`src/rtl/relay_switch_sequencer.sv`:
```
// Relay coil sequencer: filters the relay-select request, then switches coils
// with break-before-make dead time and a minimum dwell after each make.
module relay_switch_sequencer #(
  parameter int unsigned STABLE_CYCLES = 3,
  parameter int unsigned DEAD_CYCLES   = 4,
  parameter int unsigned DWELL_CYCLES  = 16
) (
  input  logic       clk,
  input  logic       rst,
  input  logic [1:0] relay_sel,
  output logic [3:0] coil,
  output logic [1:0] active_sel,
  output logic       busy,
  output logic [7:0] switch_count
);

  localparam int unsigned SW     = $clog2(STABLE_CYCLES + 1);
  localparam int unsigned TMAX   = (DEAD_CYCLES > DWELL_CYCLES) ? DEAD_CYCLES : DWELL_CYCLES;
  localparam int unsigned TW     = $clog2(TMAX + 1);
  localparam int unsigned CNT_W  = 8;

  typedef enum logic [1:0] {
    ST_OFF,
    ST_HOLD,
    ST_BREAK,
    ST_DWELL
  } state_t;

  state_t           state, state_d;
  logic [1:0]       cand, cand_d;
  logic [SW-1:0]    stab_cnt, stab_d;
  logic [1:0]       target, target_d;
  logic [TW-1:0]    tmr, tmr_d;
  logic [1:0]       act_d;
  logic [CNT_W-1:0] cnt_d;
  logic [3:0]       coil_d;
  logic             busy_d;
  logic             stable;

  assign stable = (stab_cnt == SW'(STABLE_CYCLES));

  // State and output registers; coil/busy are loaded from the next-state decode
  always_ff @(posedge clk or posedge rst) begin
    if (rst) begin
      state        <= ST_OFF;
      cand         <= '0;
      stab_cnt     <= '0;
      target       <= '0;
      tmr          <= '0;
      active_sel   <= '0;
      switch_count <= '0;
      coil         <= '0;
      busy         <= 1'b0;
    end else begin
      state        <= state_d;
      cand         <= cand_d;
      stab_cnt     <= stab_d;
      target       <= target_d;
      tmr          <= tmr_d;
      active_sel   <= act_d;
      switch_count <= cnt_d;
      coil         <= coil_d;
      busy         <= busy_d;
    end
  end

  always_comb begin
    state_d  = state;
    cand_d   = cand;
    stab_d   = stab_cnt;
    target_d = target;
    tmr_d    = tmr;
    act_d    = active_sel;
    cnt_d    = switch_count;

    // Stability filter runs regardless of state
    if (relay_sel != cand) begin
      cand_d = relay_sel;
      stab_d = '0;
    end else if (!stable) begin
      stab_d = stab_cnt + SW'(1);
    end

    case (state)
      ST_OFF: begin
        if (stable) begin
          target_d = cand;
          act_d    = cand;
          tmr_d    = '0;
          state_d  = ST_DWELL;
        end
      end
      ST_HOLD: begin
        if (stable && (cand != active_sel)) begin
          target_d = cand;
          tmr_d    = '0;
          state_d  = ST_BREAK;
        end
      end
      ST_BREAK: begin
        if (tmr == TW'(DEAD_CYCLES - 1)) begin
          act_d   = target;
          cnt_d   = (switch_count == '1) ? switch_count : switch_count + CNT_W'(1);
          tmr_d   = '0;
          state_d = ST_DWELL;
        end else begin
          tmr_d = tmr + TW'(1);
        end
      end
      ST_DWELL: begin
        if (tmr == TW'(DWELL_CYCLES - 1)) begin
          tmr_d   = '0;
          state_d = ST_HOLD;
        end else begin
          tmr_d = tmr + TW'(1);
        end
      end
      default: state_d = ST_OFF;
    endcase

    // Coil follows the next state, so it only ever holds a single decoded bit
    coil_d = ((state_d == ST_HOLD) || (state_d == ST_DWELL)) ? 4'(4'b0001 << act_d) : 4'b0000;
    busy_d = (state_d == ST_BREAK) || (state_d == ST_DWELL);
  end

endmodule

```
`config.mk`:
```
export PLATFORM = sky130hd
export DESIGN_NAME = relay_switch_sequencer
export DESIGN_NICKNAME = d
export VERILOG_FILES = /design/src/rtl/relay_switch_sequencer.sv
export SDC_FILE = /design/constraint.sdc
export NUM_CORES = 1
export LEC_CHECK = 0
export ABC_AREA = 1
export BUFFER_PORTS_ARGS = -buffer_cell sky130_fd_sc_hd__buf_4
export CORE_AREA = 10 10 90 92
export CTS_CLUSTER_SIZE = 30
export DETAILED_ROUTE_END_ITERATION = 6
export DIE_AREA = 0 0 100 102
export PLACE_DENSITY = 0.44
export SYNTH_ARGS = -nofsm -noshare
export SYNTH_HDL_FRONTEND = slang
export SYNTH_SLANG_ARGS = --single-unit
export TNS_END_PERCENT = 50
```
`constraint.sdc`:
```
create_clock -name clk -period 1.5 [get_ports clk]
set_clock_uncertainty 0.05 [all_clocks]
set_input_delay 0.225 -clock clk [delete_from_list [all_inputs] [get_ports clk]]
set_output_delay 0.225 -clock clk [all_outputs]
set_load 0.03 [all_outputs]
```
## Word level (Yosys, flattened, before mapping)

Index checks and enable logic that the tools add are counted.

| word-level totals | value |
|---|---|
| bits in registers | 28 |
| latch bits | 0 |
| bits in writable memories | 0 |
| memory bits (read-only) | 0 |
| input bits | 4 |
| output and inout port bits | 15 |
| word-level logic and storage cells | 56 |
| memories kept | 0 |

| cells by class | value |
|---|---|
| $add $sub $neg | 3 |
| $mul | 0 |
| divide/modulo/power cells | 0 |
| order comparisons | 0 |
| equal/unequal tests | 15 |
| shifts and indexed selects | 1 |
| mux-type cells | 19 |
| bitwise logic cells | 1 |
| reductions and logical operators | 8 |

Operator list:

| kind | number |
|---|---|
| 2-bit two-way mux | 10 |
| 5-bit two-way mux | 4 |
| 5-bit one-hot mux with 4 select lines | 1 |
| 2-bit equality test (second input constant) | 5 |
| 8-bit by 1-bit adder with 8-bit output (second input constant) | 1 |
| 8-bit equality test (second input constant) | 1 |
| 2-bit one-hot mux with 2 select lines | 2 |
| 2-bit one-hot mux with 4 select lines | 1 |
| 3-bit AND reduction | 2 |
| 5-bit by 1-bit adder with 5-bit output (second input constant) | 1 |
| 5-bit by 2-bit equality test with 1-bit output (second input constant) | 1 |
| 5-bit by 4-bit equality test with 1-bit output (second input constant) | 1 |
| 2-bit by 1-bit equality test with 1-bit output (second input constant) | 2 |
| 4-bit two-way mux | 1 |
| 2-bit inequality test | 2 |
| 2-bit inequality test (second input constant) | 2 |
| 1-bit by 2-bit left shift with 4-bit output (first input constant) | 1 |
| 2-bit by 1-bit adder with 2-bit output (second input constant) | 1 |
| 2-bit logical NOT | 1 |
| 1-bit logical OR | 2 |
| 2-bit by 1-bit inequality test with 1-bit output (second input constant) | 1 |
| 2-bit AND reduction | 1 |
| 2-bit nonzero test | 1 |
| 1-bit logical AND | 1 |
| 1-bit inverter | 1 |

## Depth between registers and ports, before layout

Gate-level depths: netlist of the first run.

| depth | value |
|---|---|
| depth in word-level cells | 7 |
| gate-level depth with buffers | 10 |
| mapped depth without buffers | 10 |

## Worst setup path after synthesis of the first run

Ideal clock, no wire load.

| timing | value |
|---|---|
| path kind | register to register |
| start point | register switch_count[1] |
| end point | register switch_count[2] |
| setup time | 0.118 ns |
| data arrival time | 1.438 ns |
| slack | -0.106 ns |
| cell stages (with the launch flop) | 9 |
| path buffers | 0 |
| path through | dfrtp_1 ha_1 nand2_1 nor2_1 nand2_1 o21ai_4 inv_4 nand3_1 nand2_1 |

| between the ends | value |
|---|---|
| longest elaborated chain between the ends | 3 |
| elaborated cells between the ends (all ways) | 4 |
| those cells by class | add/sub (1); eq/ne (1); bitwise (1); reduce/logical (1) |

Ends and longest elaborated chain:

| element | line | RTL |
|---|---|---|
| start: declaration | 14 | `output logic [7:0] switch_count` |
| start signal: assignment | 61 | `switch_count <= cnt_d;` |
| branches (longest 3 deep; another with 8-bit by 1-bit adder with 8-bit output) | n/a |  |

Parallel ways; which one is timed is not known.
A chain may end at the register's enable or synchronous reset.

## Final worst setup path of the first run

| timing | value |
|---|---|
| start point | register switch_count[0] |
| end point | register switch_count[0] |

Same word-level chain as after synthesis.

==> impl_metrics.yaml, run 1 <==
outcome:
  status: "finished, final reports clean"
synthesis:
  syn-num-nets: 184
  post_synth_inst_count: 175
  total_number_of_yosys_warnings: 0
  yosysMostFrequentCell: "sky130_fd_sc_hd__nand2_1"
  yosysSeqAreaShare_pct: 47.12
  post_synth_num_cell_types: 26
  synth_edf_count: 0
  avg_cell_area_syn_um2: 8.194
  synth_top_area_share_pct: 47.12
  most_area_consuming_cells_after_synthesis: "sky130_fd_sc_hd__dfrtp_1 (47%), sky130_fd_sc_hd__nand2_1 (15%), sky130_fd_sc_hd__inv_1 (5.0%)"
  yosysTopAreaCell: "sky130_fd_sc_hd__dfrtp_1"
  netlist_top_cells_count: "sky130_fd_sc_hd__nand2_1 (56), sky130_fd_sc_hd__dfrtp_1 (27), sky130_fd_sc_hd__inv_1 (19), sky130_fd_sc_hd__nand3_1 (13), sky130_fd_sc_hd__nor2_1 (9)"
  synth_top_flop_cell: "sky130_fd_sc_hd__dfrtp_1"
  yosys_register_bits: 27
  synthArstFlopShare_pct: 100.0
  syn-cell-area_um2: 1434
grt:
  grt_start_max_net_pins: 15
  grt_antenna_before_repair: 0
  first_pass_grt_wire_length_mm: 5.954
  grtUsageTotal_pct: 6.899
  first_global_vias: 1312
  grt_remaining_overflow: 0
critical_path:
  r2r.worst_path.cells: 7
  critical_path_peak_fanout: 4
  worst-endpoint-arrival_ps: 1610
  worst-setup-path-type: "flop to flop"
  critPathMaxStageDelay_ps: 420
  start_kind: "flop"
  r2r_start: "switch_count[0]"
  setup.reg_to_reg.worst_slack_ps: 40
  reg2reg_to: "switch_count[0]"
  critical_path_cell_with_the_highest_stage_delay: "sky130_fd_sc_hd__dfrtp_2"
  crit_path_buffers_inverters: 1
  crit_chain: "ha_4 > nand2_2 > nor2_1 > nand2_2 > o21ai_4 > buf_12 > xor2_1"
  worst_path_dominant_cell_family: "flip-flops"
  worstPathRequired_ps: 1650
  cp_common_cell: "sky130_fd_sc_hd__nand2_2"
  end_kind: "flop"
clock_tree:
  clock_latency_on_the_worst_skew_pair_ps: 270
  clock_path_buffers: 2
  path_clk_slew_ps: 90
  cts.root.buffer_cell: "sky130_fd_sc_hd__clkbuf_8"
  cts-htree-levels: 1
  numClockSinks: 27
  tritoncts: "yes"
  tritoncts_buffer_count: 3
finish:
  area_growth_syn_to_layout_pct: 37.00
  diodes: 0
  drive_above_1_share_pct: 34.56
  finalNetCount: 227
  num-fill-cells: 666
routing:
  drtIter0Drc: 23
  drt_wl_total_mm: 3.172
  detailroute.via_count: 1182
  postRouteAntennaNets: 0
  drt_pass1_iterations: 6
  vias_per_cell: 4.020
  remaining_drc_errors: 0
  wl_per_cell_um: 10.79
pwr:
  vdd.ir_drop.worst_mv: 0.5182
  report.power.total_uw: 2644
  power_density_over_the_cells_nw_per_um2: 1346
  power_leakage_uw: 0.0009774
floorplan:
  chipWidth_um: 100
  num_io_pins: 19
  placement_rows: 29
  die-area_um2: 10200
  dieHeight_um: 102
  initial_core_util_pct: 22.84
  design.core.area_um2: 6277
placed_design:
  port_buffers: 18
  pre_cts_ws_ps: -94.98
  dpl_wire_length_mm: 2.536
  routabilityCongestion: 0.7468
hold_path:
  min_path_cells: 1
  hp-start: "relay_sel[0]"
  min_to: "cand[0]"
  min_path_type: "primary input to flop"
sta:
  unrepaired_setup_endpoints_after_global_routing: "true"
  layout_setup_ws_ps: 43.21
  setup_total_negative_slack_ps: 0
  setup_viol_count_final: 0
  fmax_ghz: 0.6864
  min_period_over_period_pct: 97.12
  transition_at_the_pin_with_the_smallest_max_transition_slack_ps: 454.8
  timing_max_transition_violations_final: 0
  final-hold-violation-count: 0
  timing.max_slew.rel_slack_pct: 69.65
  timing.final.crit_period_ps: 1457
  final.hold.worst_slack_ps: 30.08
job:
  max_cap_viol_count: 0
worst max path at each step:
stage	startpoint	end	slack (ps)	cells after the start
2_1_floorplan	switch_count[0]	switch_count[5]	10	8
3_3_place_gp	tmr[0]	tmr[0]	-130	7
3_5_place_dp	tmr[0]	tmr[0]	-90	7
4_1_cts	tmr[0]	switch_count[2]	-20	10
5_1_grt	tmr[0]	switch_count[5]	-70	10
6_report	switch_count[0]	switch_count[0]	40	7
cell families after synthesis:
logic type / share of synthesized area [%]
AND/OR/NAND/NOR: 29.76
buffers and inverters: 7.854
flip-flops: 47.12
AO/OA/AOI/OAI: 4.800
XOR/XNOR: 6.108
adder cells (fa/ha/maj): 4.363
routing by layer:
metal  track usage, %  wire length, um
met1            7.595             1429
met2            12.84             1599
met3            2.294              131
met4           0.9783               11
met5                0                0
what timing repair did:
action / CTS / global route
hold buffers: 1 / 1
pin swaps: 5 / 5
gates cloned: 0 / 0
resized for setup: 8 / 11
endpoints found under the hold margin: 10 / 1
buffers inserted: 3 / 3
setup endpoints to repair: 10 / 19
registers in the layout, summed over array words and instances (netlist names):
name          cells
state             1
stab_cnt          2
tmr               5
coil              4
cand              2
busy              1
switch_count      8
active_sel        2
target            2
area by class of cell:
type	count	area, um2	area share, %
inverters	27	105.1	5.350
repair buffers	40	317.8	16.18
flip-flops and latches	27	679.4	34.59
multi-input cells	119	720.7	36.69
well taps	77	96.34	4.904
clock buffers	4	45.04	2.293
placed cells by master (no fill, tap or decap), types with 2 or more instances in the layout:
master,n
sky130_fd_sc_hd__buf_4,37
sky130_fd_sc_hd__clkbuf_8,3
sky130_fd_sc_hd__dfrtp_1,24
sky130_fd_sc_hd__dfrtp_2,3
sky130_fd_sc_hd__dlygate4sd3_1,2
sky130_fd_sc_hd__ha_2,2
sky130_fd_sc_hd__ha_4,2
sky130_fd_sc_hd__inv_1,18
sky130_fd_sc_hd__inv_2,7
sky130_fd_sc_hd__nand2_1,53
sky130_fd_sc_hd__nand2_2,4
sky130_fd_sc_hd__nand3_1,13
sky130_fd_sc_hd__nand4_1,2
sky130_fd_sc_hd__nor2_1,9
sky130_fd_sc_hd__nor2_2,3
sky130_fd_sc_hd__nor2_4,3
sky130_fd_sc_hd__o21ai_1,4
sky130_fd_sc_hd__xnor2_1,4
sky130_fd_sc_hd__xor2_1,6
per-stage QoR:
stage | utilization (%) | instances | area, um2
3_5_place_dp | 28.40 | 282 | 1783
4_1_cts | 29.96 | 290 | 1881
6_report | 31.29 | 294 | 1964
5_1_grt | 31.29 | 294 | 1964
2_1_floorplan | - | 175 | 1454
3_3_place_gp | 28.40 | 282 | 1783
power breakdown:
group,leakage (uW),internal [uW],switching [uW],total (uW)
clock network,0.0000228,190,221,411
registers,0.000350,898,161,1060
logic,0.000604,476,698,1170
(Power assumes the default switching activity.)
==> inputs of run 2 (changes only) <==
--- a/config.mk
+++ b/config.mk
@@ -12,6 +12,7 @@
 export DETAILED_ROUTE_END_ITERATION = 6
 export DIE_AREA = 0 0 100 102
 export PLACE_DENSITY = 0.44
+export RECOVER_POWER = 50
 export SYNTH_ARGS = -nofsm -noshare
 export SYNTH_HDL_FRONTEND = slang
 export SYNTH_SLANG_ARGS = --single-unit
==> run 2 against run 1 <==
Non-clock buffer count did not move. Cell count unchanged. Utilization fell by 0.46 points. Register-to-register slack hardly changed. Flip-flop and latch count stayed put. Hold slack improved by 24 ps. Setup slack unchanged. Combinational power about the same. Wire length down 0.16%. First-iteration DRC count decreased by 4.3%. Critical endpoint unchanged. Highest routed layer unchanged.
==> impl_metrics.yaml, run 2 (same netlist as run 1, synthesis figures left out) <==
outcome:
  status: "finished, final reports clean"
sta:
  unrepaired_setup_endpoints_after_global_routing: "true"
  transition_at_the_pin_with_the_smallest_max_transition_slack_ps: 451.7
  min_period_over_period_pct: 97.12
  timing_max_transition_violations_final: 0
  layout_setup_ws_ps: 43.21
  setup_viol_count_final: 0
  timing.max_slew.rel_slack_pct: 69.86
  final.hold.worst_slack_ps: 54.42
  fmax_ghz: 0.6864
  final-hold-violation-count: 0
  timing.final.crit_period_ps: 1457
clock_tree:
  cts-htree-levels: 1
  clock_latency_on_the_worst_skew_pair_ps: 270
  path_clk_slew_ps: 90
  cts.root.buffer_cell: "sky130_fd_sc_hd__clkbuf_8"
  numClockSinks: 27
  clock_path_buffers: 2
  tritoncts_buffer_count: 3
  tritoncts: "yes"
placed_design:
  placed_cells_incl_taps: 282
  pre_cts_ws_ps: -94.98
  port_buffers: 18
  dpl_wire_length_mm: 2.536
  routabilityCongestion: 0.7468
job:
  max_cap_viol_count: 0
finish:
  biggestRegsByFlops: "switch_count: 8 flops, tmr: 5 flops, coil: 4 flops"
  largest_register_ff_count: 8
  num-fill-cells: 675
  finalNetCount: 227
  diodes: 0
  fin_util_pct: 30.84
  registers.top_by_ff_count: "switch_count"
  mostFrequentLayoutCell: "sky130_fd_sc_hd__nand2_1"
  layout.cells.non_filler: 294
  drive_above_1_share_pct: 31.34
  area_growth_syn_to_layout_pct: 34.99
  layout.cells.most_common_list: "sky130_fd_sc_hd__nand2_1 (53), sky130_fd_sc_hd__buf_4 (28), sky130_fd_sc_hd__dfrtp_1 (24)"
routing:
  drt_wl_total_mm: 3.167
  drt_pass1_iterations: 4
  postRouteAntennaNets: 0
  wl_per_cell_um: 10.77
  detailroute.via_count: 1177
  remaining_drc_errors: 0
  drtIter0Drc: 22
  vias_per_cell: 4.003
grt:
  first_pass_grt_wire_length_mm: 5.954
  grt_remaining_overflow: 0
  grt_start_max_net_pins: 15
  first_global_vias: 1312
  grt_antenna_before_repair: 0
  grtUsageTotal_pct: 6.899
critical_path:
  worst-endpoint-arrival_ps: 1610
  end_kind: "flop"
  start_kind: "flop"
  critical_path_peak_fanout: 4
  worstPathRequired_ps: 1650
  worst-setup-path-type: "flop to flop"
  setup.reg_to_reg.worst_slack_ps: 40
pwr:
  seq_power_share_pct: 40.5
  net-switching-power_uw: 1079
  vdd.ir_drop.worst_mv: 0.5122
  power_leakage_uw: 0.0009497
  report.power.total_uw: 2608
  cell_internal_pwr_uw: 1529
  power.combinational.fraction_pct: 43.7
  switching_share_pct: 41.38
  clkPwrFrac_pct: 15.8
  power_density_over_the_cells_nw_per_um2: 1347
floorplan:
  initial_core_util_pct: 22.84
  chipWidth_um: 100
  num_io_pins: 19
  design.core.area_um2: 6277
  dieHeight_um: 102
  die-area_um2: 10200
  placement_rows: 29
hold_path:
  min_path_type: "primary input to flop"
run 2: changes by cell type in the layout (fill, tap and decap cells not counted), sizes merged:
cell,change
buf,-9
clkbuf,+9
run 2: critical path, cell delays in order (launching register included):
cell,delay (ps)
sky130_fd_sc_hd__dfrtp_2,420
sky130_fd_sc_hd__ha_4,170
sky130_fd_sc_hd__nand2_2,40
sky130_fd_sc_hd__nor2_1,100
sky130_fd_sc_hd__nand2_2,90
sky130_fd_sc_hd__o21ai_4,250
sky130_fd_sc_hd__buf_12,140
sky130_fd_sc_hd__xor2_1,120
run 2: stage by stage:
stage / area (um2) / TNS [ps]
finish: 1936 / 0
global route: 1936 / -581.9
CTS: 1881 / -42.28
detailed placement: 1783 / -379.2
global placement: 1783 / -377.9
floorplan: 1454 / 0
run 2: what timing repair did:
action                                  CTS  global route
pin swaps                                 5             5
endpoints found under the setup margin   10            19
resized for setup                         8            11
buffers inserted                          3             3
gates cloned                              0             0
hold endpoints to repair                 10             1
hold buffers                              1             1
run 2: routing by layer:
layer / vias to the layer above / global-route usage (%) / wire, um
met5: - / 0 / 0
met2: 14 / 12.84 / 1593
met1: 537 / 7.595 / 1434
li1: 624 / - / -
met4: 0 / 0.9783 / 11
met3: 2 / 2.294 / 127
run 2: area by class of cell:
cell class	instances	area, um2	share of cell area [%]
multi-input combinational	119	720.7	37.23
timing repair buffer	40	289.0	14.93
sequential	27	679.4	35.10
clock buffer	4	45.04	2.327
tap	77	96.34	4.977
inverter	27	105.1	5.430
run 2: final timing paths:
kind                                  from         endpoint  depth (start not counted)
min reg2reg                      target[1]        target[1]                          2
max                        switch_count[0]  switch_count[0]                          7
min                           relay_sel[0]          cand[0]                          1
min in group asynchronous              rst  switch_count[3]                          3
max reg2reg                switch_count[0]  switch_count[0]                          7
max in group asynchronous              rst        target[0]                          4
run 2: power groups by stage:
stage,Clock (uW),Combinational (uW),Sequential [uW]
6_report,412,1140,1060
5_1_grt,477,1300,1080
4_1_cts,436,1120,1050
3_5_place_dp,0,1060,1070
3_3_place_gp,0,1070,1070
2_1_floorplan,0,530,1210
==> inputs of run 3 (changes only) <==
--- a/config.mk
+++ b/config.mk
@@ -8,6 +8,7 @@
 export ABC_AREA = 1
 export BUFFER_PORTS_ARGS = -buffer_cell sky130_fd_sc_hd__buf_4
 export CORE_AREA = 10 10 90 92
+export CTS_BUF_LIST = sky130_fd_sc_hd__clkbuf_2
 export CTS_CLUSTER_SIZE = 30
 export DETAILED_ROUTE_END_ITERATION = 6
 export DIE_AREA = 0 0 100 102
==> run 3 against run 2 <==
Non-clock buffer count is 2 higher. Sequential share of layout area fell by 0.56 points. Largest power group unchanged. Critical path depth unchanged.
==> impl_metrics.yaml, run 3 (same netlist as run 1, synthesis figures left out) <==
sta:
  fmax_ghz: 0.6819
  unrepaired_setup_endpoints_after_global_routing: "true"
  setup_viol_count_final: 0
  timing.final.crit_period_ps: 1467
  min_period_over_period_pct: 97.77
  timing.max_slew.rel_slack_pct: 65.15
  transition_at_the_pin_with_the_smallest_max_transition_slack_ps: 522.7
  setup_total_negative_slack_ps: 0
  final-hold-violation-count: 0
  timing_max_transition_violations_final: 0
critical_path:
  worst-endpoint-arrival_ps: 1730
  start_kind: "flop"
  worst-setup-path-type: "flop to flop"
  end_kind: "flop"
  worstPathRequired_ps: 1760
  reg2reg_to: "switch_count[0]"
  critical_path_peak_fanout: 4
  r2r.worst_path.cells: 7
  critPathMaxStageDelay_ps: 470
  setup.reg_to_reg.worst_slack_ps: 30
  crit_chain: "ha_4 > nand2_2 > nor2_2 > nand2_2 > o21ai_4 > buf_12 > xor2_1"
  critical_path_cell_with_the_highest_stage_delay: "sky130_fd_sc_hd__dfrtp_2"
  critPathLaunch: "switch_count[0]"
  r2r_start: "switch_count[0]"
  cp_common_cell: "sky130_fd_sc_hd__nand2_2"
clock_tree:
  tritoncts: "yes"
  tritoncts_buffer_count: 3
  clock_latency_on_the_worst_skew_pair_ps: 360
  cts-htree-levels: 1
  clock_path_buffers: 2
  path_clk_slew_ps: 250
  cts.root.buffer_cell: "sky130_fd_sc_hd__clkbuf_2"
  numClockSinks: 27
floorplan:
  design.core.area_um2: 6277
  die-area_um2: 10200
  dieHeight_um: 102
  chipWidth_um: 100
  num_io_pins: 19
  placement_rows: 29
  initial_core_util_pct: 22.84
placed_design:
  placed_cells_incl_taps: 282
  port_buffers: 18
  dpl_wire_length_mm: 2.536
  routabilityCongestion: 0.7468
  postPlaceCellArea_um2: 1783
pwr:
  seq_power_share_pct: 41.6
  clkPwrFrac_pct: 11.2
  power_leakage_uw: 0.0009703
  cell_internal_pwr_uw: 1465
  vdd.ir_drop.worst_mv: 0.5199
  switching_share_pct: 42.40
  power.combinational.fraction_pct: 47.2
  net-switching-power_uw: 1078
  power_density_over_the_cells_nw_per_um2: 1291
routing:
  wl_per_cell_um: 10.72
  postRouteAntennaNets: 0
  remaining_drc_errors: 0
  drt_pass1_iterations: 6
  drt_wl_total_mm: 3.173
  vias_per_cell: 4.014
  detailroute.via_count: 1188
  drtIter0Drc: 26
finish:
  diodes: 0
  registers.top_by_ff_count: "switch_count"
  area_growth_syn_to_layout_pct: 37.43
  mostFrequentLayoutCell: "sky130_fd_sc_hd__nand2_1"
  finalNetCount: 229
  drive_above_1_share_pct: 35.16
  largest_register_ff_count: 8
  layout.cells.most_common_list: "sky130_fd_sc_hd__nand2_1 (52), sky130_fd_sc_hd__buf_4 (27), sky130_fd_sc_hd__dfrtp_1 (23)"
  biggestRegsByFlops: "switch_count: 8 flops, tmr: 5 flops, coil: 4 flops"
  layout.cells.non_filler: 296
  stdcell_area_um2: 1971
grt:
  first_global_vias: 1324
  grt_start_max_net_pins: 15
  grtUsageTotal_pct: 6.927
  first_pass_grt_wire_length_mm: 5.954
  grt_remaining_overflow: 0
  grt_antenna_before_repair: 0
outcome:
  status: "finished, final reports clean"
job:
  max_cap_viol_count: 0
hold_path:
  min_path_type: "primary input to async pin"
-- run 3: cell count changes in the layout (fill, tap and decap cells not counted), sizes merged --
| cell | delta |
|---|---|
| clkbuf | -4 |
| buf | +5 |
| dlygate4sd3 | +1 |
-- run 3: final cells by class --
class | count | area, um2
Multi-Input combinational cell | 119 | 725.7
Timing Repair Buffer | 42 | 342.8
Fill cell | 674 | 4307
Sequential cell | 27 | 680.7
Tap cell | 77 | 96.34
Clock buffer | 4 | 20.02
Inverter | 27 | 105.1
-- run 3: timing repair --
item | 4_1_cts | 5_1_grt
hold buffers | 3 | 0
endpoints found under the setup margin | 13 | 23
buffers inserted | 4 | 3
resized for setup | 8 | 21
endpoints found under the hold margin | 12 | 0
pin swaps | 7 | 8
-- run 3: worst max-delay path: cells and delay by family, from the launching register on --
family,cells,cell delay [ps]
buffers and inverters,1,140
adder cells (fa/ha/maj),1,160
flip-flops,1,470
AND/OR/NAND/NOR,3,240
AO/OA/AOI/OAI,1,240
XOR/XNOR,1,120
-- run 3: per-stage QoR --
step	total power, uW	hold WS [ps]	setup slack [ps]	util [%]
6_report	2543	330.5	33.43	31.39
5_1_grt	2795	323.0	-63.40	31.39
4_1_cts	2494	330.5	-22.03	30.16
3_5_place_dp	2128	232.0	-94.98	28.40
3_3_place_gp	2135	222.1	-128.5	28.40
2_1_floorplan	1735	227.6	12.51	-
-- run 3: power by group through the flow --
stage | Combinational (uW) | Clock [uW] | Sequential, uW
floorplan | 530 | 0 | 1210
global placement | 1070 | 0 | 1070
detailed placement | 1060 | 0 | 1070
CTS | 1130 | 310 | 1050
global route | 1360 | 344 | 1090
finish | 1200 | 284 | 1060
-- run 3: layer usage --
metal  up-vias  part of all wire, %  wire [um]  global-route usage, %
met5         -                    0          0                      0
met4         0                 0.35         11                 0.9783
met3         2                  4.7        148                  2.497
met2        16                   50       1602                  12.89
met1       543                   44       1410                  7.517
li1        627                    -          -                      -
-- run 3: how the worst max path moves through the flow --
| stage | slack [ps] | endpoint | cells after the start |
|---|---|---|---|
| global route | -60 | switch_count[0] | 7 |
| floorplan | 10 | switch_count[5] | 8 |
| finish | 30 | switch_count[0] | 7 |
| CTS | -20 | tmr[3] | 7 |
| global placement | -130 | tmr[0] | 7 |
| detailed placement | -90 | tmr[0] | 7 |
